--- src/rtl/sincos_nco_multi.sv ---
// Multi-channel NCO: per-channel phase accumulators time-share one registered
// quarter-wave sine ROM, emitting one sin/cos pair per channel for every tick.
module sincos_nco_multi #(
  parameter int ROM_DEPTH = 64,
  parameter int ROM_WIDTH = 8,
  parameter int CHANNELS  = 4,
  parameter int PHASEW    = 16,
  parameter int ADDRW     = $clog2(4 * ROM_DEPTH),
  parameter int CHW       = (CHANNELS > 1) ? $clog2(CHANNELS) : 1
) (
  input  logic                          clk,
  input  logic                          rst_n,
  input  logic                          cfg_we,
  input  logic                          cfg_clr,
  input  logic [CHW-1:0]                cfg_ch,
  input  logic [PHASEW-1:0]             cfg_step,
  input  logic                          tick,
  output logic                          out_valid,
  input  logic                          out_ready,
  output logic [CHW-1:0]                out_ch,
  output logic signed [2*ROM_WIDTH-1:0] out_sin,
  output logic signed [2*ROM_WIDTH-1:0] out_cos,
  output logic                          busy,
  output logic                          overrun
);

  localparam int IW = ADDRW - 2;
  localparam int OW = 2 * ROM_WIDTH;

  // Built-in quarter-wave image: entry k = floor(sin(k*90/64 deg) * 256), entry 63 first.
  localparam logic [63:0][7:0] SINE_TAB = {
    8'd255, 8'd255, 8'd255, 8'd254, 8'd254, 8'd253, 8'd252, 8'd251,
    8'd249, 8'd248, 8'd246, 8'd244, 8'd243, 8'd241, 8'd238, 8'd236,
    8'd234, 8'd231, 8'd228, 8'd225, 8'd222, 8'd219, 8'd216, 8'd212,
    8'd209, 8'd205, 8'd201, 8'd197, 8'd193, 8'd189, 8'd185, 8'd181,
    8'd176, 8'd171, 8'd167, 8'd162, 8'd157, 8'd152, 8'd147, 8'd142,
    8'd136, 8'd131, 8'd126, 8'd120, 8'd115, 8'd109, 8'd103, 8'd97,
    8'd92,  8'd86,  8'd80,  8'd74,  8'd68,  8'd62,  8'd56,  8'd49,
    8'd43,  8'd37,  8'd31,  8'd25,  8'd18,  8'd12,  8'd6,   8'd0
  };

  typedef enum logic [2:0] {IDLE, SIN, COS, FIN, OUT} state_t;

  state_t                 state_q, state_d;
  logic [CHW-1:0]         ch_q;
  logic [PHASEW-1:0]      phase_q  [CHANNELS];
  logic [PHASEW-1:0]      step_q   [CHANNELS];
  logic [ADDRW-1:0]       shadow_q [CHANNELS];
  logic [ADDRW-1:0]       idx, addr;
  logic [IW-1:0]          tab;
  logic                   start, hs, last;
  logic [ROM_WIDTH-1:0]   rom_p0;
  logic                   neg_p0, one_p0;

  // Apply quadrant sign; the exact +/-1.0 case bypasses the ROM.
  function automatic logic signed [OW-1:0] shape(input logic [ROM_WIDTH-1:0] q,
                                                 input logic neg, input logic one);
    logic signed [OW-1:0] mag;
    mag = one ? $signed(OW'(1) << ROM_WIDTH) : $signed({{ROM_WIDTH{1'b0}}, q});
    return neg ? -mag : mag;
  endfunction

  assign busy = (state_q != IDLE);

  always_comb begin
    state_d = state_q;
    start   = 1'b0;
    hs      = 1'b0;
    last    = (ch_q == CHW'(CHANNELS - 1));
    case (state_q)
      IDLE: if (tick) begin
        start   = 1'b1;
        state_d = SIN;
      end
      SIN:  state_d = COS;
      COS:  state_d = FIN;
      FIN:  state_d = OUT;
      OUT:  if (out_valid && out_ready) begin
        hs      = 1'b1;
        state_d = last ? IDLE : SIN;
      end
      default: state_d = IDLE;
    endcase
  end

  always_comb begin
    idx  = shadow_q[ch_q];
    addr = (state_q == COS) ? idx + ADDRW'(ROM_DEPTH) : idx;
    tab  = addr[IW] ? IW'(ROM_DEPTH - int'(addr[IW-1:0])) : addr[IW-1:0];
  end

  // p0: ROM read plus the fold flags that travel with it
  always_ff @(posedge clk) begin
    rom_p0 <= ROM_WIDTH'(SINE_TAB[tab]);
    neg_p0 <= addr[ADDRW-1];
    one_p0 <= addr[IW] && (addr[IW-1:0] == '0);
    if (start) begin
      for (int c = 0; c < CHANNELS; c++) shadow_q[c] <= phase_q[c][PHASEW-1 -: ADDRW];
    end
  end

  always_ff @(posedge clk or negedge rst_n) begin
    if (!rst_n) begin
      state_q   <= IDLE;
      ch_q      <= '0;
      out_valid <= 1'b0;
      out_ch    <= '0;
      out_sin   <= '0;
      out_cos   <= '0;
      overrun   <= 1'b0;
      for (int c = 0; c < CHANNELS; c++) begin
        phase_q[c] <= '0;
        step_q[c]  <= '0;
      end
    end else begin
      state_q <= state_d;
      if (start)            ch_q <= '0;
      else if (hs && !last) ch_q <= ch_q + 1'b1;
      if (state_q == COS) out_sin <= shape(rom_p0, neg_p0, one_p0);
      if (state_q == FIN) begin
        out_cos   <= shape(rom_p0, neg_p0, one_p0);
        out_ch    <= ch_q;
        out_valid <= 1'b1;
      end else if (hs) begin
        out_valid <= 1'b0;
      end
      if (tick && busy) overrun <= 1'b1;
      else if (cfg_clr) overrun <= 1'b0;
      for (int c = 0; c < CHANNELS; c++) begin
        if (cfg_clr && cfg_ch == CHW'(c)) phase_q[c] <= '0;
        else if (tick)                    phase_q[c] <= phase_q[c] + step_q[c];
        if (cfg_we && cfg_ch == CHW'(c))  step_q[c]  <= cfg_step;
      end
    end
  end

endmodule

--- config.mk ---
export PLATFORM = sky130hd
export DESIGN_NAME = sincos_nco_multi
export DESIGN_NICKNAME = d
export VERILOG_FILES = /design/src/rtl/sincos_nco_multi.sv
export SDC_FILE = /design/constraint.sdc
export NUM_CORES = 1
export LEC_CHECK = 0
export CAP_MARGIN = 20
export CORE_ASPECT_RATIO = 0.9
export CORE_UTILIZATION = 55
export DETAILED_ROUTE_END_ITERATION = 10
export GPL_ROUTABILITY_DRIVEN = 0
export PLACE_DENSITY = 0.74
export SYNTH_ARGS = -nofsm -noshare
export SYNTH_HDL_FRONTEND = slang
export SYNTH_SLANG_ARGS = --single-unit
--- constraint.sdc ---
create_clock -name clk -period 4.3 [get_ports clk]
set_input_delay 0.86 -clock clk [delete_from_list [all_inputs] [get_ports clk]]
set_output_delay 0.86 -clock clk [all_outputs]
set_load 0.005 [all_outputs]
==> impl_metrics.yaml <==
clock_tree:
  clk_root_buffer_cell: "clkbuf_16"
  cts.path.max_buffers: 3
  hold_buffers: 0
  clock_sinks: 211
  clk_latency_ns: 0.51
  ctsResizeCount: 0
  cts_tree: "done"
  postCtsSetupBuffers: 0
  cts_buffers: 24
  clkTransAtPathRegs_ns: 0.06
  cts_max_level: 1
layout:
  nNetsFinal: 1320
  ff_latch_area_mm2: 0.00539
  syn_to_final_growth_pct: 14.5
  final_common_cell: "dfrtp_1"
  final_cell_mix: "169 x dfrtp_1, 110 x nand2_1, 107 x nor2_1, 73 x a21oi_1, 70 x ha_1"
  n_fill_cell: 1687
  multi_input_area_mm2: 0.00614
  num_antenna_cells: 0
  drive_gt1_frac: 0.125
sta:
  rsz0062_at_grt: "false"
  skew_ns: 0.0105
  fin_tns_setup_ns: 0
  setup_ws_ns: 0.610
  maxSlewViolCount: 0
  timing.hold.ws_ns: 0.409
  max_freq_ghz: 0.271
  period_needed_ns: 3.69
  hold_viol: 0
  slew_headroom: 0.393
  min_period_over_period: 0.858
  finalSetupViolCount: 0
  tightest_slew_ns: 0.908
setup_path:
  cpMaxStageDelayCell: "mux4_2"
  arrival_ns: 4.08
  start_kind: "flop"
  crit_chain: "mux4_2 -> inv_1 -> ha_1 -> a21oi_4 -> xnor2_2 -> nor2_1 -> a22o_1 -> o31ai_1 -> o22ai_1"
  rr_startpoint: "ch_q[0]$_DFFE_PN0P_"
  rr_worst_depth: 9
  end_kind: "flop"
  slowest_delay_ns: 0.73
  cp_max_fo: 14
  r2r-end: "rom_p0[4]$_DFF_P_"
  worst_ep_required_time_ns: 4.69
  r2r_setup_slack_ns: 0.61
  critPathKind: "reg -> reg"
drt:
  drt-total-wl_um: 26900
  dr.pass1.iters: 7
  via_per_inst: 5.91
  drtIter0Drc: 622
  vias: 9023
  drc: 0
  wl_per_cell_um: 17.6
  ant_nets: 0
place:
  dp_slack_ns: 0.693
  port_buffers: 60
  dp_hpwl_um: 18800
power:
  leakagePower_nw: 6.06
  p_per_area_mw_per_mm2: 833
  peakVddDrop_uv: 455
floorplan:
  core_mm2: 0.0210
  die-area_mm2: 0.0222
  die_w_um: 157
  rows: 50
  die_h_um: 142
  start_util: 0.566
  io_pins: 61
global_routing:
  grtUsageTotal: 0.251
  grt_overflow: 0
  use_met2: 0.426
  use_met3: 0.0272
  grt_pass1_vias: 8705
  antenna_found_initial: 0
  grt_max_degree: 81
  grt_most_used_layer: "met2"
  use_met1: 0.345
  grt_pass1_wl_um: 44300
synthesis:
  synth_fp_nets: 1266
  synthCells: 1168
  synth_edf_count: 32
  async_flop_share: 0.801
  yosys_warnings: 0
  ys_ff_latch: 211
  yosys.area.top_type: "dfrtp_1"
  synth_area_leaders: "dfrtp_1 36%, edfxtp_1 8.1%, ha_1 7.4%"
  yosysSeqAreaShare: 0.453
  ys.flop_type: "dfrtp_1"
  avgSynthCellArea_um2: 10.2
  synth_cell_types: 72
  netlist_area_mm2: 0.0119
  synth_top_area_frac: 0.355
flow_run:
  drv_cap: 0
worst_hold_path:
  worstHoldPathType: "in -> async"
run_status:
  status: "finished clean"
[state kept, by name, summed over array words and instances, names as in the netlist]
| name | count |
|---|---|
| step_q | 64 |
| overrun | 1 |
| neg_p0 | 1 |
| state_q | 3 |
| out_cos | 16 |
| shadow_q | 32 |
| one_p0 | 1 |
| rom_p0 | 8 |
| out_ch | 2 |
| ch_q | 2 |
| out_sin | 16 |
| out_valid | 1 |
| phase_q | 64 |
[kinds of logic (layout without fill, tap and decap cells)]
logic type / after synthesis / after routing / synth area share
adder cells (fa/ha/maj): 74 / 74 / 0.0803
XOR/XNOR: 40 / 40 / 0.0351
buffers and inverters: 91 / 163 / 0.0315
flip-flops: 211 / 211 / 0.453
multiplexers: 106 / 106 / 0.107
AO/OA/AOI/OAI: 259 / 259 / 0.137
AND/OR/NAND/NOR: 387 / 387 / 0.156
[power breakdown]
part | internal, mW | switching [mW]
combinational | 2.56 | 3.23
sequential | 2.83 | 0.547
clock | 1.34 | 0.841
total | 6.73 | 4.61
[per-layer routing]
metal	part of all wire	up-vias	wire length [um]
met2	0.48	265	12800
met1	0.45	4369	12100
met3	0.048	50	1290
met4	0.026	0	692
li1	-	4339	-
met5	0	-	0
[area by class of cell]
cell class,instances,share of cell area
sequential,211,0.396
inverter,42,0.0116
timing repair buffer,77,0.0532
clock inverter,15,0.0142
tap,286,0.0263
multi-input combinational,866,0.451
clock buffer,29,0.0485
[how the worst max path moves through the flow]
stage / start / end / depth (start not counted)
floorplan: tick / shadow_q[0][0]$_DFFE_PP_ / 6
global placement: ch_q[0]$_DFFE_PN0P_ / rom_p0[4]$_DFF_P_ / 9
detailed placement: ch_q[0]$_DFFE_PN0P_ / rom_p0[4]$_DFF_P_ / 9
CTS: ch_q[0]$_DFFE_PN0P_ / rom_p0[4]$_DFF_P_ / 9
global route: ch_q[0]$_DFFE_PN0P_ / rom_p0[2]$_DFF_P_ / 8
finish: ch_q[0]$_DFFE_PN0P_ / rom_p0[4]$_DFF_P_ / 9
[synthesized netlist by cell type (26+ instances only)]
cell type  count
mux2i_1       31
dfrtp_1      169
nand3_1       37
nand2_1      110
nor2_1       108
nor3_1        36
edfxtp_1      32
clkbuf_1      26
o21ai_0       66
inv_1         41
a21oi_1       73
ha_1          70
mux2_2        66
[critical path: cells and delay by family, from the launching register on]
kind	cells	cell delay, ns
compound gates	4	0.70
xor+xnor	1	0.56
fa+ha+maj	1	0.45
buf+inv	1	0.30
flops	1	0.65
mux	1	0.73
simple gates	1	0.17
[per-stage QoR]
step / power (mW) / util / cell area [um2] / instances
after CTS: 11.3 / 0.648 / 13600 / 1526
after floorplan: 7.68 / - / 11900 / 1168
after detailed placement: 9.10 / 0.608 / 12800 / 1482
after global placement: 8.87 / 0.608 / 12800 / 1482
final: 11.3 / 0.648 / 13600 / 1526
after global routing: 12.2 / 0.648 / 13600 / 1526
No activity file was read; power rests on OpenSTA's default activity.
